<file path="src/rtl/strip_control.sv">
`default_nettype none
// +--------------------------------------------------------------------------+
// | strip_control : keypad command sequencer for a multi-channel filter strip |
// | Revision 1.0                                                              |
// +--------------------------------------------------------------------------+
module strip_control #(
  parameter int NUM_CH       = 4,
  parameter int SEL_W        = 3,
  parameter int DEBOUNCE_CYC = 4800
) (
  input  logic                       clk,
  input  logic                       reset,
  input  logic                       kphit,
  input  logic [3:0]                 buttonNum,
  output logic [NUM_CH*SEL_W-1:0]    freq_sel,
  output logic [NUM_CH*SEL_W-1:0]    lp_sel,
  output logic [NUM_CH*SEL_W-1:0]    hp_sel,
  output logic [NUM_CH-1:0]          bypass,
  output logic [$clog2(NUM_CH)-1:0]  active_ch,
  output logic [1:0]                 field,
  output logic                       key_ack,
  output logic                       key_err
);

  localparam int                CH_W      = $clog2(NUM_CH);
  localparam int                CNT_W     = $clog2(DEBOUNCE_CYC + 1);
  localparam logic [CNT_W-1:0]  CNT_LAST  = CNT_W'(DEBOUNCE_CYC - 1);
  localparam logic [CH_W-1:0]   CH_LAST   = CH_W'(NUM_CH - 1);
  localparam logic [4:0]        SEL_LIMIT = 5'(2 ** SEL_W);

  typedef enum logic [1:0] {
    IDLE    = 2'd0,
    PRESS   = 2'd1,
    EXEC    = 2'd2,
    RELEASE = 2'd3
  } state_t;

  state_t            state;
  logic [CNT_W-1:0]  cnt;
  logic [3:0]        code_q;

  logic              kphit_meta;
  logic              kphit_s;
  logic [3:0]        code_meta;
  logic [3:0]        code_s;

  logic [SEL_W-1:0]  freq_r [NUM_CH];
  logic [SEL_W-1:0]  lp_r   [NUM_CH];
  logic [SEL_W-1:0]  hp_r   [NUM_CH];

  // Keypad lines are asynchronous to clk; each bit gets its own 2-flop chain.
  always_ff @(posedge clk or posedge reset) begin
    if (reset) begin
      kphit_meta <= 1'b0;
      kphit_s    <= 1'b0;
      code_meta  <= 4'd0;
      code_s     <= 4'd0;
    end else begin
      kphit_meta <= kphit;
      kphit_s    <= kphit_meta;
      code_meta  <= buttonNum;
      code_s     <= code_meta;
    end
  end

  always_ff @(posedge clk or posedge reset) begin
    if (reset) begin
      state     <= RELEASE;
      cnt       <= '0;
      code_q    <= 4'd0;
      bypass    <= '0;
      active_ch <= '0;
      field     <= 2'd0;
      key_ack   <= 1'b0;
      key_err   <= 1'b0;
      for (int i = 0; i < NUM_CH; i++) begin
        freq_r[i] <= '0;
        lp_r[i]   <= '0;
        hp_r[i]   <= '0;
      end
    end else begin
      key_ack <= 1'b0;
      key_err <= 1'b0;
      case (state)
        IDLE: begin
          if (kphit_s) begin
            code_q <= code_s;
            cnt    <= CNT_W'(1);
            state  <= PRESS;
          end
        end

        PRESS: begin
          if (kphit_s && (code_s == code_q)) begin
            cnt <= cnt + 1'b1;
            if (cnt == CNT_LAST) begin
              state <= EXEC;
            end
          end else begin
            cnt   <= '0;
            state <= IDLE;
          end
        end

        EXEC: begin
          cnt   <= '0;
          state <= RELEASE;
          if (code_q <= 4'd9) begin
            if ({1'b0, code_q} < SEL_LIMIT) begin
              case (field)
                2'd0:    freq_r[active_ch] <= code_q[SEL_W-1:0];
                2'd1:    lp_r[active_ch]   <= code_q[SEL_W-1:0];
                default: hp_r[active_ch]   <= code_q[SEL_W-1:0];
              endcase
              key_ack <= 1'b1;
            end else begin
              key_err <= 1'b1;
            end
          end else begin
            key_ack <= 1'b1;
            case (code_q)
              4'hA: field <= 2'd0;
              4'hB: field <= 2'd1;
              4'hC: field <= 2'd2;
              4'hD: active_ch <= (active_ch == CH_LAST) ? '0 : active_ch + 1'b1;
              4'hE: bypass[active_ch] <= ~bypass[active_ch];
              default: begin
                freq_r[active_ch] <= '0;
                lp_r[active_ch]   <= '0;
                hp_r[active_ch]   <= '0;
                bypass[active_ch] <= 1'b0;
              end
            endcase
          end
        end

        RELEASE: begin
          // A key still held (including one held through reset) re-arms nothing.
          if (kphit_s) begin
            cnt <= '0;
          end else if (cnt == CNT_LAST) begin
            cnt   <= '0;
            state <= IDLE;
          end else begin
            cnt <= cnt + 1'b1;
          end
        end

        default: state <= RELEASE;
      endcase
    end
  end

  for (genvar g = 0; g < NUM_CH; g++) begin : g_pack
    assign freq_sel[g*SEL_W +: SEL_W] = freq_r[g];
    assign lp_sel[g*SEL_W +: SEL_W]   = lp_r[g];
    assign hp_sel[g*SEL_W +: SEL_W]   = hp_r[g];
  end

endmodule
`default_nettype wire
</file>
<file path="config.mk">
export PLATFORM = sky130hd
export DESIGN_NAME = strip_control
export DESIGN_NICKNAME = d
export VERILOG_FILES = /design/src/rtl/strip_control.sv
export SDC_FILE = /design/constraint.sdc
export NUM_CORES = 1
export LEC_CHECK = 0
export CAP_MARGIN = 0
export CORE_ASPECT_RATIO = 0.5
export CORE_MARGIN = 2
export CORE_UTILIZATION = 48
export DETAILED_ROUTE_END_ITERATION = 10
export PLACE_DENSITY = 0.76
export SLEW_MARGIN = 20
export SYNTH_ARGS = -nofsm -noshare
export SYNTH_HDL_FRONTEND = slang
export SYNTH_SLANG_ARGS = --single-unit
</file>
<file path="constraint.sdc">
create_clock -name clk -period 2.07 [get_ports clk]
set_clock_uncertainty 0.05 [all_clocks]
set_input_delay 0.3105 -clock clk [delete_from_list [all_inputs] [get_ports clk]]
set_output_delay 0.3105 -clock clk [all_outputs]
set_load 0.05 [all_outputs]
</file>
==> results of run 1 <==
-- cell type report --
| class | count | area [µm²] |
|---|---|---|
| fill | 495 | 2303 |
| sequential | 75 | 1879 |
| clock inverter | 4 | 97.59 |
| inverter | 6 | 26.28 |
| clock buffer | 12 | 256.5 |
| tap | 92 | 115.1 |
| timing repair buffer | 63 | 628.1 |
| multi-input combinational | 174 | 1341 |
-- synth_stat cells (3+ instances only) --
| library cell | n | area (µm²) |
|---|---|---|
| a21oi_1 | 9 | 45.04 |
| a22o_1 | 5 | 43.79 |
| a31oi_1 | 6 | 37.54 |
| and2_1 | 6 | 37.54 |
| and3_1 | 4 | 25.02 |
| buf_2 | 3 | 15.01 |
| clkbuf_1 | 7 | 26.28 |
| dfrtp_1 | 73 | 1827 |
| ha_1 | 5 | 62.56 |
| inv_1 | 6 | 22.52 |
| mux2_2 | 44 | 495.5 |
| nand2_1 | 21 | 78.83 |
| nand2b_1 | 4 | 25.02 |
| nand3_1 | 9 | 45.04 |
| nor2_1 | 11 | 41.29 |
| nor2b_1 | 3 | 18.77 |
| nor3_1 | 6 | 30.03 |
| o21ai_0 | 12 | 60.06 |
| xnor2_1 | 4 | 35.03 |
| xor2_1 | 4 | 35.03 |
-- kinds of logic after synthesis --
| group | share of synthesized area |
|---|---|
| flops | 0.5722 |
| simple gates | 0.1238 |
| compound gates | 0.08152 |
| xor+xnor | 0.02133 |
| buf+inv | 0.02438 |
| fa+ha+maj | 0.01905 |
| mux | 0.1577 |
-- per-layer routing --
| metal | track usage | vias to the layer above | wire length [µm] |
|---|---|---|---|
| li1 | - | 1076 | - |
| met1 | 0.2593 | 1174 | 3121 |
| met2 | 0.3553 | 71 | 3588 |
| met3 | 0.06478 | 14 | 390 |
| met4 | 0.1076 | 0 | 114 |
| met5 | 0 | - | 0 |
-- power by group through the flow --
| stage | Sequential [µW] | Clock [µW] | Combinational (µW) |
|---|---|---|---|
| after floorplan | 1610 | 0 | 464 |
| after global placement | 1670 | 0 | 623 |
| after detailed placement | 1680 | 0 | 647 |
| after CTS | 1660 | 1870 | 669 |
| after global routing | 1690 | 1940 | 737 |
| final | 1660 | 1840 | 673 |
-- metrics by stage --
step	cells	worst slack (ns)	hold WS, ns	instance area (µm²)	power (µW)
final	426	0.05802	0.3038	4344	4174
after global routing	426	0.01863	0.3085	4344	4357
after CTS	426	0.04685	0.3054	4340	4200
after detailed placement	410	0.01256	0.2873	3974	2330
after global placement	410	0.1115	0.2847	3974	2297
after floorplan	267	0.3207	0.2812	3288	2076
-- worst max-delay path by stage --
stage	slack [ns]	endpoint	startpoint
finish	0.06	active_ch[0]	active_ch[0]$_DFFE_PP0P_
floorplan	0.32	cnt[7]$_DFFE_PP0P_	cnt[0]$_DFFE_PP0P_
global placement	0.11	cnt[6]$_DFFE_PP0P_	cnt[0]$_DFFE_PP0P_
CTS	0.05	active_ch[0]	active_ch[0]$_DFFE_PP0P_
global route	0.02	active_ch[1]	active_ch[1]$_DFFE_PP0P_
detailed placement	0.01	cnt[11]$_DFFE_PP0P_	cnt[0]$_DFFE_PP0P_
-- state kept, by name, indices dropped and copies added (netlist names), 2 cells and up, named ones only --
name,cells
code_q,4
cnt,13
lp_sel,12
active_ch,2
freq_sel,12
hp_sel,12
field,2
bypass,4
code_s,4
code_meta,4
-- what timing repair did --
item                                    in CTS  in global routing
cloned                                       0                  0
hold endpoints to repair                     0                  0
gates resized for setup                      1                  2
endpoints found under the setup margin       1                 25
==> key figures, run 1 <==
Run status
  – Outcome: completed

Timing
  – Final TNS setup: 0 ns
  – Min Clock Period, post-route: 2.012 ns
  – Final max-slew violation count: 0
  – RSZ-0062 raised after global routing: no
  – Slew HR: 0.6012
  – Maximum clock rate: 497.0 MHz
  – Post-route clock period utilization: 0.9720
  – # setup viols final: 0
  – Final Hold Viols: 0
  – Worst slew pin tran: 0.5899 ns

Pwr
  – Comb pwr share: 0.161
  – Sequential power share: 0.398
  – Leakage: 0.001929 µW
  – Power Density: 960.9 nW/µm²
  – Int Pwr: 3070 µW
  – Clock share of power: 0.440
  – Maximum vdd drop: 691.2 µV
  – Switching part of the total: 0.2646
  – P_sw: 1105 µW

Setup path
  – Critical-path maximum fanout: 6
  – Crit path cell chain: clkdlybuf4s50_1
  – Worst r2r src: code_q[1]$_DFFE_PP0P_
  – Worst EP arrival: 1.65 ns
  – Critical path class: register to primary output
  – CP delay by family, top: buffers and inverters
  – R2R cell count: 5
  – Req. time, crit path: 1.71 ns
  – Crit path depth: 1
  – Worst Path Buf+Inv: 1
  – Reg-to-reg slack, setup: 0.16 ns
  – Max incr delay on CP: 0.85 ns
  – CP Launch Type: register
  – FF-to-FF End: cnt[11]$_DFFE_PP0P_
  – CP max stage cell: clkdlybuf4s50_1
  – CP endpoint kind: primary output

Route
  – Routed vias/inst: 5.481
  – Antenna Nets Post-Route: 0
  – DR DRC count: 0
  – Drt wl/cell: 16.94 µm
  – Drt pass-1 iters: 4
  – Initial drt markers: 170
  – Final wirelength: 7216 µm
  – Vias: 2335

Run
  – Max Cap Violations: 0

Clock network
  – Clk sinks: 75
  – Clk root buf: clkbuf_16
  – Setup bufs post-CTS: 0
  – Clock-pin slew on the worst setup and hold paths: 0.06 ns
  – Hold_buf cts: 0
  – Clock Path Buffers: 2
  – CTS tree: built
  – H-tree Lvls: 3
  – Cts bufs inserted: 9
  – Clk_lat worst skew: 0.34 ns

Finish
  – Commonest non-fill, non-tap cell in the layout: dfrtp_1
  – Commonest cells after routing, fill and taps aside: dfrtp_1 (73), clkdlybuf4s50_1 (52), mux2_2 (44)
  – Area growth, synth to finish: 32.27%
  – Core Util, Final: 0.6535
  – Share of post-route cells with drive strength above 1: 0.2395
  – ANT cells: 0
  – Total Nets Final: 341

Logic synthesis
  – Syn_area_per_cell: 12.30 µm²
  – Top FF cell, synth: dfrtp_1
  – Synthesized flop and latch total: 75
  – Seq/Total Area, Yosys: 0.5722
  – Syn nets: 279
  – Synth Warn #: 0
  – Post-Synthesis Cells: 267
  – Synth unique cells: 40
  – Netlist Area Pre-Place: 3284 µm²
  – FFs w/ async S/R, synth: 1.000
  – EDFF count, synth: 0

Floorplan
  – Io pins: 53
  – Die Ht: 62.49 µm
  – Row count: 21
  – Initial Utilization: 0.4941
  – Die footprint: 7560 µm²
  – Area of the core: 6648 µm²
  – Die X: 121.0 µm

GRT
  – Largest net degree at the start of global routing: 33
  – Total gr overflow: 0
  – First-pass GRT wire length: 12340 µm
  – Initial antenna violation count: 0
  – Vias in the first global route: 2477
  – Total track usage: 0.2158

Placement
  – Input/output buffers: 52
  – Final GP Congestion: 0.8826
  – Post-DP HPWL: 4841 µm

Min path
  – Hold crit path type: input port to async pin
(Power assumes the default switching activity.)
==> run 2, diff against run 1 <==
GPL_TIMING_DRIVEN = 0   (was default)
==> run 2 against run 1 <==
Compared with the run above: core utilization decreased by 0.62 points; cell count increased by 0.70%; first-iteration DRC count decreased by 0.59%; register-to-register slack got worse by 0.05 ns; sequential power decreased by 4%; wire length decreased by 5.5%; sequential cell count unchanged; critical path depth unchanged; combinational power decreased by 3.9%; die area unchanged.
==> key figures, run 2 (synthesized netlist as in run 1, its figures left out) <==
Finish
  – Biggest register: cnt
  – Commonest cells after routing, fill and taps aside: dfrtp_1 (72), clkdlybuf4s50_1 (52), mux2_2 (44)
  – Total Nets Final: 344
  – Share of post-route cells with drive strength above 1: 0.2344
  – Finished Layout Cells: 429
  – Number of flip-flops in the largest register: 13
  – Core Util, Final: 0.6473
  – ANT cells: 0
  – Area growth, synth to finish: 31.01%
  – Commonest non-fill, non-tap cell in the layout: dfrtp_1

Timing
  – RSZ-0062 raised after global routing: no
  – Min Clock Period, post-route: 2.008 ns
  – Final Hold Viols: 0
  – Maximum clock rate: 498.1 MHz
  – Worst slew pin tran: 0.8028 ns
  – Final TNS setup: 0 ns
  – Final max-slew violation count: 0
  – Post-route clock period utilization: 0.9698
  – Slew HR: 0.4607
  – Hold slack: 0.2713 ns
  – # setup viols final: 0

Route
  – Drt wl/cell: 15.90 µm
  – Drt pass-1 iters: 4
  – Final wirelength: 6821 µm
  – Vias: 2268
  – DR DRC count: 0
  – Routed vias/inst: 5.287
  – Initial drt markers: 169
  – Antenna Nets Post-Route: 0

Setup path
  – Worst EP arrival: 1.65 ns
  – Max incr delay on CP: 0.85 ns
  – CP endpoint kind: primary output
  – R2R cell count: 6
  – Crit path depth: 1
  – Worst r2r src: cnt[6]$_DFFE_PP0P_
  – FF-to-FF End: cnt[7]$_DFFE_PP0P_
  – Crit path cell chain: clkdlybuf4s50_1
  – Critical path class: register to primary output
  – CP max stage cell: clkdlybuf4s50_1
  – Worst setup path startpoint: active_ch[0]$_DFFE_PP0P_
  – CP delay by family, top: buffers and inverters
  – Reg-to-reg slack, setup: 0.11 ns
  – Worst Path Buf+Inv: 1
  – Setup crit end: active_ch[0]
  – Critical-path maximum fanout: 6
  – Req. time, crit path: 1.71 ns
  – CP Launch Type: register

Clock network
  – Post-CTS Resized: 0
  – Clock-pin slew on the worst setup and hold paths: 0.06 ns
  – Clk root buf: clkbuf_16
  – Hold_buf cts: 0
  – Clk_lat worst skew: 0.33 ns
  – Clock Path Buffers: 2
  – Setup bufs post-CTS: 0
  – Cts bufs inserted: 9
  – Clk sinks: 75
  – CTS tree: built
  – H-tree Lvls: 3

Floorplan
  – Initial Utilization: 0.4941
  – Die Ht: 62.49 µm
  – Die footprint: 7560 µm²
  – Die X: 121.0 µm
  – Io pins: 53
  – Area of the core: 6648 µm²
  – Row count: 21

Placement
  – Post-DP HPWL: 4764 µm
  – Final GP Congestion: 0.8290
  – Post-Place Cells: 413
  – Input/output buffers: 52

GRT
  – First-pass GRT wire length: 11770 µm
  – Vias in the first global route: 2443
  – Initial antenna violation count: 0
  – Total track usage: 0.2032
  – Largest net degree at the start of global routing: 34
  – Total gr overflow: 0

Run status
  – Outcome: completed

Run
  – Max Cap Violations: 0

Pwr
  – Maximum vdd drop: 469.4 µV
  – Power Density: 911.2 nW/µm²
  – Power, Total: 3921 µW
  – Leakage: 0.001907 µW

Min path
  – Hold crit path type: input port to async pin
-- run 2: cell count changes in the layout (fill, tap and decap cells not counted), sizes merged --
cell and change:
bufinv -1, clkinvlp -1, clkinv +3, clkbuf +6, inv +1, buf -5
-- run 2: final cells by class --
type	instances	area (µm²)
plain buffers	12	57.56
clock buffers	10	239.0
fillers	485	2345
multi-input cells	174	1336
repair buffers	54	560.5
clock inverters	6	87.58
flip-flops and latches	75	1881
well taps	92	115.1
inverters	6	26.28
-- run 2: per-stage QoR --
| stage | instance area, µm² | worst slack [ns] |
|---|---|---|
| detailed placement | 3964 | 0.09577 |
| global route | 4303 | 0.005290 |
| CTS | 4290 | 0.06101 |
| finish | 4303 | 0.06247 |
| floorplan | 3288 | 0.3207 |
| global placement | 3924 | 0.04523 |
-- run 2: metal layers --
layer  vias to the layer above  routed length (µm)  GRT usage
met4                         0                 116    0.08576
met1                      1137                2848     0.2394
met5                         -                   0          0
li1                       1078                   -          -
met2                        41                3645     0.3511
met3                        12                 210    0.05657
-- run 2: worst min path at each step --
stage                                 startpoint                       end  slack [ns]  cells past startpoint
after detailed placement  code_meta[0]$_DFF_PP0_       code_s[0]$_DFF_PP0_        0.28                      0
after CTS                                  reset  freq_sel[10]$_DFFE_PP0P_        0.27                      2
after global routing      code_meta[2]$_DFF_PP0_       code_s[2]$_DFF_PP0_        0.30                      0
final                                      reset  freq_sel[10]$_DFFE_PP0P_        0.27                      2
after global placement    code_meta[3]$_DFF_PP0_       code_s[3]$_DFF_PP0_        0.29                      0
after floorplan           code_meta[0]$_DFF_PP0_       code_s[0]$_DFF_PP0_        0.28                      0
-- run 2: where the power goes --
part           total (µW)  switching (µW)  internal [µW]  leakage [µW]
Clock                1670             586           1090      0.000163
Combinational         647             419            228      0.000739
Sequential           1600            54.6           1540       0.00101
Total                3920            1060           2860       0.00191
==> run 3, diff against run 2 <==
CORE_UTILIZATION = 57   (was 48)
PLACE_DENSITY = 0.84   (was 0.76)
clock period = 2.6 ns   (was 2.07 ns; I/O delays follow)
==> run 3 against run 2 <==
Compared with the run above: via count rose by 1.5%; non-clock buffer count fell by 1; final area fell by 2.1%; sequential power fell by 20%; worst setup slack improved by 0.45 ns; sequential share of layout area rose by 0.89 points; clock-buffer cell count did not move; wire length rose by 1.5%; critical endpoint unchanged.
==> key figures, run 3 (synthesized netlist as in run 1, its figures left out) <==
Route
  – Max Used Layer: met4
  – DR DRC count: 0
  – Routed vias/inst: 5.626
  – Antenna Nets Post-Route: 0
  – Vias: 2301
  – Drt pass-1 iters: 4
  – Met1 Wirelength: 3040 µm
  – Final wirelength: 6921 µm
  – Met2 WL: 3508 µm
  – Drt wl/cell: 16.92 µm
  – Met3 wire length: 275 µm
  – Initial drt markers: 193

Run
  – Max Cap Violations: 0

Setup path
  – Reg-to-reg slack, setup: 0.57 ns
  – CP endpoint kind: primary output
  – CP max stage cell: clkdlybuf4s50_1
  – Critical path class: register to primary output
  – Worst EP arrival: 1.65 ns
  – R2R cell count: 6
  – Critical-path maximum fanout: 6
  – CP Launch Type: register
  – Max incr delay on CP: 0.87 ns
  – Crit path cell chain: clkdlybuf4s50_1
  – Worst Path Buf+Inv: 1
  – CP delay by family, top: buffers and inverters
  – Req. time, crit path: 2.16 ns
  – FF-to-FF End: hp_sel[3]$_DFFE_PP0P_

Timing
  – Final Hold Viols: 0
  – Slew HR: 0.4950
  – Post-route clock period utilization: 0.8022
  – Final max-slew violation count: 0
  – Hold slack: 0.2988 ns
  – # setup viols final: 0
  – Worst slew pin tran: 0.7517 ns
  – Maximum clock rate: 479.4 MHz
  – RSZ-0062 raised after global routing: no
  – Final TNS setup: 0 ns
  – Min Clock Period, post-route: 2.086 ns

Clock network
  – Clk sinks: 75
  – Setup bufs post-CTS: 0
  – H-tree Lvls: 3
  – Clock Path Buffers: 2
  – Clk root buf: clkbuf_16
  – Cts bufs inserted: 9
  – Post-CTS Resized: 0
  – Clock-pin slew on the worst setup and hold paths: 0.06 ns
  – Clk_lat worst skew: 0.33 ns
  – Hold_buf cts: 0
  – CTS tree: built

GRT
  – First-pass GRT wire length: 11670 µm
  – Total track usage: 0.2352
  – Initial antenna violation count: 0
  – Vias in the first global route: 2399
  – Largest net degree at the start of global routing: 40
  – Total gr overflow: 0

Run status
  – Outcome: completed

Finish
  – ANT cells: 0
  – Area growth, synth to finish: 28.30%
  – Total Nets Final: 343
  – Commonest non-fill, non-tap cell in the layout: dfrtp_1
  – Number of flip-flops in the largest register: 13
  – Commonest cells after routing, fill and taps aside: dfrtp_1 (73), clkdlybuf4s50_1 (52), mux2_2 (44)
  – Share of post-route cells with drive strength above 1: 0.2202
  – Biggest register: cnt

Floorplan
  – Die Ht: 57.68 µm
  – Area of the core: 5515 µm²
  – Die X: 111.4 µm
  – Io pins: 53
  – Die footprint: 6422 µm²
  – Initial Utilization: 0.5955
  – Row count: 19

Min path
  – Hold Path End: kphit_s$_DFF_PP0_
  – Worst Hold Path Cells: 0
  – Worst hold start: kphit_meta$_DFF_PP0_
  – Hold crit path type: register to register

Placement
  – Post-DP HPWL: 4803 µm
  – Input/output buffers: 52
  – Final GP Congestion: 0.8776

Pwr
  – Maximum vdd drop: 454.4 µV
  – Power Density: 711.6 nW/µm²
  – Leakage: 0.001876 µW
==> run 3: power by group <==
part	total [µW]	switching (µW)	internal, µW
logic	510	332	178
clock network	1210	468	742
registers	1280	48.2	1230
total	3000	849	2150
==> run 3: through the flow <==
stage / util / worst slack (ns) / instance area [µm²] / instances / total power (µW)
after floorplan: - / 0.2533 / 3284 / 267 / 1652
after global placement: 0.7064 / -0.7975 / 3896 / 392 / 1775
after detailed placement: 0.7105 / 0.6159 / 3919 / 393 / 1808
after CTS: 0.7641 / 0.5032 / 4214 / 409 / 3016
after global routing: 0.7641 / 0.4583 / 4214 / 409 / 3137
final: 0.7641 / 0.5143 / 4214 / 409 / 2999
==> run 3: layout make-up <==
type	count	area (µm²)
Sequential cell	75	1879
Clock buffer	10	229.0
Fill cell	346	1301
Inverter	6	25.02
Buffer	12	57.56
Clock inverter	6	66.31
Tap cell	73	91.34
Timing Repair Buffer	53	540.5
Multi-Input combinational cell	174	1325
==> run 3: how the worst max path moves through the flow <==
stage,end,start,depth (start not counted),slack (ns)
6_report,active_ch[0],active_ch[0]$_DFFE_PP0P_,1,0.51
5_1_grt,hp_sel[5]$_DFFE_PP0P_,register,6,0.46
4_1_cts,active_ch[0],active_ch[0]$_DFFE_PP0P_,1,0.50
3_5_place_dp,hp_sel[9]$_DFFE_PP0P_,register,6,0.62
3_3_place_gp,cnt[8]$_DFFE_PP0P_,reset,2,-0.80
2_1_floorplan,active_ch[0]$_DFFE_PP0P_,reset,1,0.25
==> run 3: layer usage <==
layer,vias up,track usage
met5,-,0
met3,13,0.07427
met1,1158,0.2935
met4,0,0.08113
li1,1073,-
met2,57,0.4016
